### src/rtl/hex_keypad_entry_if.sv
// Keypad pins plus the entered-value outputs of hex_keypad_entry.
// master = the scanner, slave = the board/consumer side.
interface hex_keypad_entry_if;
    logic [3:0]  col;
    logic [3:0]  row;
    logic [15:0] data;
    logic [3:0]  key_code;
    logic        key_valid;

    modport master (
        input  col,
        output row,
        output data,
        output key_code,
        output key_valid
    );

    modport slave (
        output col,
        input  row,
        input  data,
        input  key_code,
        input  key_valid
    );
endinterface

### src/rtl/hex_keypad_entry.sv
// 4x4 hex keypad scanner with debounce and 16-bit digit shift register.
// Define KEYPAD_SYNC_EN to add a 2-flop synchronizer on the col inputs.
module hex_keypad_entry #(
    parameter int SCAN_DIV       = 50000,
    parameter int DEBOUNCE_TICKS = 8
) (
    input logic               clk,
    input logic               reset,
    hex_keypad_entry_if.master kp
);

    localparam int DIV_W = $clog2(SCAN_DIV);
    localparam int CNT_W = $clog2(DEBOUNCE_TICKS + 1);
    localparam logic [DIV_W-1:0] DIV_MAX = DIV_W'(SCAN_DIV - 1);
    localparam logic [CNT_W-1:0] CNT_MAX = CNT_W'(DEBOUNCE_TICKS);

    typedef enum logic [1:0] {
        SCAN,
        DEBOUNCE,
        HELD
    } state_t;

    state_t state_q, state_d;
    logic [DIV_W-1:0] div_q, div_d;
    logic [3:0]       row_q, row_d;
    logic [3:0]       code_q, code_d;
    logic [3:0]       pat_q, pat_d;
    logic [CNT_W-1:0] cnt_q, cnt_d;
    logic [CNT_W-1:0] rel_q, rel_d;
    logic [15:0]      data_q, data_d;
    logic [3:0]       key_code_q, key_code_d;
    logic             key_valid_q, key_valid_d;

    logic [3:0]       col_s;
    logic             tick;
    logic             col_valid;
    logic [1:0]       col_idx;
    logic [1:0]       row_idx;
    logic [CNT_W-1:0] cnt_inc;
    logic [CNT_W-1:0] rel_inc;

`ifdef KEYPAD_SYNC_EN
    logic [3:0] sync1_q, sync1_d;
    logic [3:0] sync2_q, sync2_d;

    always_comb begin
        sync1_d = kp.col;
        sync2_d = sync1_q;
    end

    always_ff @(posedge clk) begin
        if (reset) begin
            sync1_q <= 4'hF;
            sync2_q <= 4'hF;
        end else begin
            sync1_q <= sync1_d;
            sync2_q <= sync2_d;
        end
    end

    assign col_s = sync2_q;
`else
    assign col_s = kp.col;
`endif

    assign tick    = (div_q == DIV_MAX);
    assign cnt_inc = cnt_q + 1'b1;
    assign rel_inc = rel_q + 1'b1;

    // Exactly one low column is a key; anything else counts as no key.
    always_comb begin
        col_valid = 1'b1;
        col_idx   = 2'd0;
        case (col_s)
            4'b1110: col_idx = 2'd0;
            4'b1101: col_idx = 2'd1;
            4'b1011: col_idx = 2'd2;
            4'b0111: col_idx = 2'd3;
            default: col_valid = 1'b0;
        endcase
    end

    always_comb begin
        row_idx = 2'd0;
        case (row_q)
            4'b1101: row_idx = 2'd1;
            4'b1011: row_idx = 2'd2;
            4'b0111: row_idx = 2'd3;
            default: row_idx = 2'd0;
        endcase
    end

    always_comb begin
        state_d     = state_q;
        div_d       = tick ? '0 : div_q + 1'b1;
        row_d       = row_q;
        code_d      = code_q;
        pat_d       = pat_q;
        cnt_d       = cnt_q;
        rel_d       = rel_q;
        data_d      = data_q;
        key_code_d  = key_code_q;
        key_valid_d = 1'b0;
        if (tick) begin
            case (state_q)
                SCAN: begin
                    if (col_valid) begin
                        code_d  = {row_idx, col_idx};
                        pat_d   = col_s;
                        cnt_d   = CNT_W'(1);
                        state_d = DEBOUNCE;
                    end else begin
                        row_d = {row_q[2:0], row_q[3]};
                    end
                end
                DEBOUNCE: begin
                    if (col_s == pat_q) begin
                        cnt_d = cnt_inc;
                        if (cnt_inc == CNT_MAX) begin
                            data_d      = {data_q[11:0], code_q};
                            key_code_d  = code_q;
                            key_valid_d = 1'b1;
                            rel_d       = '0;
                            state_d     = HELD;
                        end
                    end else begin
                        // Same row gets re-evaluated on the next tick.
                        state_d = SCAN;
                    end
                end
                HELD: begin
                    if (col_s == 4'hF) begin
                        rel_d = rel_inc;
                        if (rel_inc == CNT_MAX) begin
                            rel_d   = '0;
                            row_d   = {row_q[2:0], row_q[3]};
                            state_d = SCAN;
                        end
                    end else begin
                        rel_d = '0;
                    end
                end
                default: state_d = SCAN;
            endcase
        end
    end

    always_ff @(posedge clk) begin
        if (reset) begin
            state_q     <= SCAN;
            div_q       <= '0;
            row_q       <= 4'b1110;
            code_q      <= 4'h0;
            pat_q       <= 4'hF;
            cnt_q       <= '0;
            rel_q       <= '0;
            data_q      <= 16'h0000;
            key_code_q  <= 4'h0;
            key_valid_q <= 1'b0;
        end else begin
            state_q     <= state_d;
            div_q       <= div_d;
            row_q       <= row_d;
            code_q      <= code_d;
            pat_q       <= pat_d;
            cnt_q       <= cnt_d;
            rel_q       <= rel_d;
            data_q      <= data_d;
            key_code_q  <= key_code_d;
            key_valid_q <= key_valid_d;
        end
    end

    assign kp.row       = row_q;
    assign kp.data      = data_q;
    assign kp.key_code  = key_code_q;
    assign kp.key_valid = key_valid_q;

endmodule

### src/flat_wrapper.sv
// flat-port wrapper written by rule: the top's interface ports become plain ports
module hex_keypad_entry_flat 
#(
    parameter int SCAN_DIV       = 50000,
    parameter int DEBOUNCE_TICKS = 8
)
  (clk, reset, kp_col, kp_row, kp_data, kp_key_code, kp_key_valid);
  hex_keypad_entry_if kp_i ();
  input logic clk;
  input logic reset;
  input wire logic [$bits(kp_i.col)-1:0] kp_col;
  output wire logic [$bits(kp_i.row)-1:0] kp_row;
  output wire logic [$bits(kp_i.data)-1:0] kp_data;
  output wire logic [$bits(kp_i.key_code)-1:0] kp_key_code;
  output wire logic [$bits(kp_i.key_valid)-1:0] kp_key_valid;
  assign kp_i.col = kp_col;
  assign kp_row = kp_i.row;
  assign kp_data = kp_i.data;
  assign kp_key_code = kp_i.key_code;
  assign kp_key_valid = kp_i.key_valid;
  hex_keypad_entry #(.SCAN_DIV(SCAN_DIV), .DEBOUNCE_TICKS(DEBOUNCE_TICKS)) u_core (.clk(clk), .reset(reset), .kp(kp_i));
endmodule
### config.mk
export PLATFORM = sky130hd
export DESIGN_NAME = hex_keypad_entry_flat
export DESIGN_NICKNAME = d
export VERILOG_FILES = /design/src/rtl/hex_keypad_entry_if.sv /design/src/rtl/hex_keypad_entry.sv /design/src/flat_wrapper.sv
export SDC_FILE = /design/constraint.sdc
export NUM_CORES = 1
export LEC_CHECK = 0
export ABC_CLOCK_PERIOD_IN_PS = 4200
export BUFFER_PORTS_ARGS = -buffer_cell sky130_fd_sc_hd__buf_2
export CAP_MARGIN = 20
export CORE_MARGIN = 2
export CORE_UTILIZATION = 50
export DETAILED_ROUTE_END_ITERATION = 10
export PLACE_DENSITY = 0.76
export REMOVE_ABC_BUFFERS = 1
export SLEW_MARGIN = 20
export SYNTH_ARGS = -nofsm -noshare
export SYNTH_HDL_FRONTEND = slang
export SYNTH_SLANG_ARGS = --single-unit
### constraint.sdc
create_clock -name clk -period 4.2 [get_ports clk]
set_input_delay 0.84 -clock clk [delete_from_list [all_inputs] [get_ports clk]]
set_output_delay 0.84 -clock clk [all_outputs]
set_load 0.005 [all_outputs]
==> flow_metrics.py, run 1 <==
metrics = {
    "critical_path": {
        "critPathLaunchType": "primary input",
        "critPathArrivalTime_ps": 2800,
        "required_ps": 4410,
        "path_class": "primary input to flip-flop",
        "worstPathMaxFanout": 16,
        "crit_path_end_kind": "flip-flop",
    },
    "yosys": {
        "synth_top_area_share_pct": 42.3,
        "yosys-top-cells-count": "dfxtp_1 (55), nor2_1 (34), nand2_1 (24)",
        "ys_seq_area_share_pct": 42.3,
        "async_flop_share_pct": 0,
        "synth.area.top_cells": "dfxtp_1 (42%), mux2i_1 (8.1%), nor2_1 (4.9%), xor2_1 (4.4%), nand2_1 (3.5%)",
        "synth.most_common_cell": "dfxtp_1",
        "synth-seq-cells": 55,
        "ys_types": 48,
        "synthCells": 281,
        "synth_top_cell_by_area": "dfxtp_1",
        "ys_warn_count": 0,
        "ys.flop_type": "dfxtp_1",
        "synth_area_sq_mm": 0.00260,
        "synth.avg_cell_area_sq_um": 9.25,
        "synth_edf_count": 0,
    },
    "status": {
        "status": "completed",
    },
    "sta": {
        "worstMarginPinSlew_ps": 690,
        "finalSetupTns_ps": 0,
        "holdWs_ps": 447,
        "hold_viol": 0,
        "final_max_slew_viol_count": 0,
        "setup_viol": 0,
        "slew_headroom_pct": 53.9,
        "fmax_mhz": 386,
        "min_period_ps": 2590,
        "period_share_pct": 61.7,
        "finalClockSkew_ps": 9.30,
        "rsz0062_at_grt": "false",
    },
    "global_routing": {
        "overflow": 0,
        "grt_antenna_before_repair": 0,
        "grt_pass1_wl_um": 8160,
        "first_global_vias": 1861,
        "grt_max_degree": 32,
        "track_usage_pct": 16.8,
    },
    "clock_network": {
        "cts_resized": 0,
        "htreeDepth": 2,
        "cts_tree": "yes",
        "cts_root_buf": "clkbuf_8",
        "numCtsBuffers": 5,
        "post_cts_buffers": 0,
        "cts_sinks": 55,
        "cts_hold_buf": 0,
        "clockBufferDepth": 2,
        "clkSlewWorstSetupHoldPaths_ps": 100,
        "clkLatencyLatePin_ps": 320,
    },
    "floorplanning": {
        "die_x_um": 76.1,
        "start_util_pct": 51.2,
        "io_pins": 31,
        "rows": 26,
        "dieArea_sq_mm": 0.00579,
        "die_h_um": 76.1,
        "core_area_sq_mm": 0.00507,
    },
    "route": {
        "viasPerCell": 5.41,
        "drc": 0,
        "route.vias.total": 2024,
        "wl_um": 4560,
        "initialDrtViolationCount": 101,
        "dr.pass1.iters": 4,
        "post_drt_wl_per_cell_um": 12.2,
        "ant_nets": 0,
    },
    "placement": {
        "hpwl_um": 3210,
        "port_buffers": 30,
        "place.gp.congestion": 0.819,
    },
    "worst_hold_path": {
        "hold_class": "flip-flop to flip-flop",
    },
    "pwr": {
        "p_per_area_mw_per_mm2": 298,
        "ir_drop_v": 0.000247,
        "power.leakage_nw": 1.22,
    },
    "layout": {
        "drive_gt1_share_pct": 15.5,
        "num-nets-final": 315,
        "fillers": 455,
        "syn_to_final_growth_pct": 9.96,
        "diodes": 0,
    },
    "job": {
        "maxCapViolations": 0,
    },
}
==> power by group <==
group / switching (mW) / internal, mW / leakage [nW]
sequential: 0.00205 / 0.524 / 0.444
clock: 0.178 / 0.119 / 0.0408
combinational: 0.0203 / 0.00874 / 0.735
total: 0.201 / 0.652 / 1.22
==> state kept, by name, indices dropped and copies added (netlist names) <==
signal,flops
u_core.code_q,4
u_core.state_q,2
u_core.kp.key_valid,1
u_core.kp.row,4
u_core.kp.data,13
u_core.pat_q,4
u_core.cnt_q,4
u_core.kp.key_code,3
u_core.div_q,16
u_core.rel_q,4
==> per-stage QoR <==
step | std cells | util, % | cell area, sq um | worst slack [ps] | power (mW)
2_1_floorplan | 265 | - | 2520 | 1780 | 0.551
3_3_place_gp | 366 | 54.5 | 2770 | 1400 | 0.566
3_5_place_dp | 366 | 54.5 | 2770 | 1300 | 0.566
4_1_cts | 374 | 56.3 | 2860 | 1610 | 0.862
5_1_grt | 374 | 56.3 | 2860 | 1420 | 0.889
6_report | 374 | 56.3 | 2860 | 1610 | 0.852
==> layout make-up <==
type                       instances  area, sq um  share of cell area [%]
timing repair buffer              31          158                    5.51
multi-input combinational        204         1400                    48.9
clock buffer                       5         68.8                    2.41
sequential                        55         1100                    38.5
inverter                           6         22.5                   0.788
clock inverter                     3         23.8                   0.832
tap                               70         87.6                    3.06
==> cells in the final DEF (no fill, tap or decap), types with 5 or more instances in the layout <==
| cell | synthesis | routed |
|---|---|---|
| a21oi_1 | 13 | 13 |
| and3_1 | 5 | 5 |
| buf_2 | 0 | 30 |
| clkbuf_8 | 0 | 5 |
| dfxtp_1 | 55 | 55 |
| ha_1 | 6 | 6 |
| inv_1 | 6 | 6 |
| mux2i_1 | 21 | 21 |
| nand2_1 | 24 | 24 |
| nand3_1 | 14 | 14 |
| nand4_1 | 7 | 7 |
| nor2_1 | 34 | 34 |
| o21ai_0 | 6 | 6 |
| xnor2_1 | 8 | 8 |
| xor2_1 | 13 | 13 |
==> cells by family (layout without fill, tap and decap cells) <==
kind of cell    count (synthesis)  after routing  share of synthesized area (%)
mux                            21             21                           8.08
fa+ha+maj                       6              6                           2.89
flops                          55             55                           42.3
xor+xnor                       21             21                           7.07
compound gates                 40             40                           11.6
simple gates                  116            116                           24.2
buf+inv                        22             45                           3.90
==> critical path: stages <==
cell and delay (ps):
buf_2 150, xor2_1 160, nor4_2 580, nand4_2 660, mux2i_1 350, nor2_1 50
==> per-layer routing <==
layer  wire (um)  GRT usage (%)
met2        2090           29.1
met5           0              0
met1        2220           20.4
met4          78           6.55
met3         164           3.79
==> final timing paths <==
path                                               to             from  slack, ps  depth (start not counted)
worst max-delay path            u_core.kp.key_code[1]        kp_col[1]       1610                          6
worst min register to register        u_core.div_q[0]  u_core.div_q[0]        450                          1
worst min-delay path                  u_core.div_q[0]  u_core.div_q[0]        450                          1
worst max register to register  u_core.kp.key_code[1]  u_core.div_q[4]       1700                          5
Power figures use the tool's default switching activity.
==> run 2: changes to the inputs <==
--- a/config.mk
+++ b/config.mk
@@ -5,7 +5,7 @@
 export SDC_FILE = /design/constraint.sdc
 export NUM_CORES = 1
 export LEC_CHECK = 0
-export ABC_CLOCK_PERIOD_IN_PS = 4200
+export ABC_CLOCK_PERIOD_IN_PS = 2700
 export BUFFER_PORTS_ARGS = -buffer_cell sky130_fd_sc_hd__buf_2
 export CAP_MARGIN = 20
 export CORE_MARGIN = 2
==> constraint.sdc (replaced) <==
create_clock -name clk -period 2.7 [get_ports clk]
set_input_delay 0.54 -clock clk [delete_from_list [all_inputs] [get_ports clk]]
set_output_delay 0.54 -clock clk [all_outputs]
set_load 0.005 [all_outputs]
==> flow_metrics.py, run 2 (same netlist as run 1, synthesis figures left out) <==
metrics = {
    "global_routing": {
        "first_global_vias": 1873,
        "grt_max_degree": 32,
        "grt_busiest_layer": "met2",
        "grt_antenna_before_repair": 0,
        "use_met3_pct": 2.73,
        "grt.met2_usage_pct": 28.0,
        "grt_pass1_wl_um": 8150,
        "gr-usage-met1_pct": 21.3,
        "overflow": 0,
        "track_usage_pct": 16.6,
    },
    "placement": {
        "dp_cells": 369,
        "port_buffers": 30,
        "place_worst_setup_slack_ps": 439,
        "placed_area_sq_mm": 0.00279,
        "place.gp.congestion": 0.784,
        "hpwl_um": 3290,
    },
    "clock_network": {
        "post_cts_buffers": 0,
        "numCtsBuffers": 5,
        "htreeDepth": 2,
        "cts_tree": "yes",
        "cts_sinks": 55,
        "clockBufferDepth": 2,
        "cts_root_buf": "clkbuf_8",
        "cts_resized": 0,
        "clkSlewWorstSetupHoldPaths_ps": 90,
        "cts_hold_buf": 0,
        "clkLatencyLatePin_ps": 300,
    },
    "layout": {
        "largest_register": "u_core.div_q",
        "final_area_sq_mm": 0.00288,
        "final_util_pct": 56.8,
        "final_cell_mix": "dfxtp_1 (55), nor2_1 (34), buf_2 (30), nand2_1 (24), mux2i_1 (21)",
        "largest_reg_flops": 16,
        "num-nets-final": 318,
        "syn_to_final_growth_pct": 10.8,
        "layout_commonest_cell": "dfxtp_1",
        "fillers": 476,
        "layoutNonFillerInstCount": 377,
        "diodes": 0,
        "drive_gt1_share_pct": 16.3,
    },
    "pwr": {
        "ir_drop_v": 0.000278,
        "power.total_mw": 1.30,
        "power.leakage_nw": 1.24,
        "p_per_area_mw_per_mm2": 453,
    },
    "route": {
        "wl_um": 4530,
        "route.vias.total": 2013,
        "ant_nets": 0,
        "drc": 0,
        "initialDrtViolationCount": 79,
        "post_drt_wl_per_cell_um": 12.0,
        "viasPerCell": 5.34,
        "dr.pass1.iters": 4,
    },
    "sta": {
        "hold_viol": 0,
        "finalClockSkew_ps": 10.9,
        "setup_viol": 0,
        "fmax_mhz": 438,
        "rsz0062_at_grt": "false",
        "holdWs_ps": 457,
        "worstMarginPinSlew_ps": 487,
        "fin_ws_ps": 416,
        "finalSetupTns_ps": 0,
        "slew_headroom_pct": 67.5,
        "final_max_slew_viol_count": 0,
        "period_share_pct": 84.6,
        "min_period_ps": 2280,
    },
    "critical_path": {
        "critPathArrivalTime_ps": 2480,
        "reg2reg_depth": 5,
        "r2r_slack_ps": 420,
        "required_ps": 2890,
        "critPathLaunchType": "flip-flop",
        "worstPathMaxFanout": 8,
        "crit_path_end_kind": "flip-flop",
        "r2r-start": "u_core.div_q[4]",
        "rr_endpoint": "u_core.cnt_q[3]",
        "path_class": "flip-flop to flip-flop",
    },
    "floorplanning": {
        "core_area_sq_mm": 0.00507,
        "start_util_pct": 51.2,
        "rows": 26,
        "io_pins": 31,
        "dieArea_sq_mm": 0.00579,
        "die_h_um": 76.1,
        "die_x_um": 76.1,
    },
    "status": {
        "status": "completed",
    },
    "worst_hold_path": {
        "hp-start": "u_core.div_q[0]",
        "min_delay_worst_endpoint": "u_core.div_q[0]",
        "hold_depth": 1,
        "hold_class": "flip-flop to flip-flop",
    },
    "job": {
        "maxCapViolations": 0,
    },
}
[run 2: cell count changes in the layout (fill, tap and decap cells not counted), sizes merged]
cell,delta
buf,+3
clkinv,+2
clkinvlp,-2
[run 2: power by group]
group,internal [mW],switching (mW)
Combinational,0.0149,0.0313
Clock,0.186,0.255
Sequential,0.814,0.00297
[run 2: cell type report]
class                   count  area [sq um]  area share [%]
multi-input cells         204          1400            48.5
repair buffers             34           180            6.26
well taps                  70          87.6            3.04
clock buffers               5          68.8            2.39
inverters                   6          22.5           0.782
clock inverters             3          22.5           0.782
flip-flops and latches     55          1100            38.2
[run 2: layer usage]
layer	part of all wire [%]	up-vias	wire length, um
met5	0	-	0
met4	2.0	0	92
met3	3.4	11	156
met2	47	40	2110
met1	48	922	2170
li1	-	1040	-
[run 2: worst max path at each step]
stage	cells after the start	from	slack, ps	to
global placement	7	kp_col[1]	440	u_core.rel_q[1]
CTS	5	u_core.div_q[4]	420	u_core.cnt_q[3]
detailed placement	5	u_core.div_q[4]	440	u_core.rel_q[1]
global route	6	u_core.div_q[0]	260	u_core.cnt_q[3]
finish	5	u_core.div_q[4]	420	u_core.cnt_q[3]
floorplan	5	u_core.div_q[4]	480	u_core.kp.data[10]
[run 2: worst max-delay path: stages (launching register included)]
cell,delay [ps]
dfxtp_1,360
or4_4,560
nor4_4,450
nand2_1,240
a211o_1,320
a32o_1,250
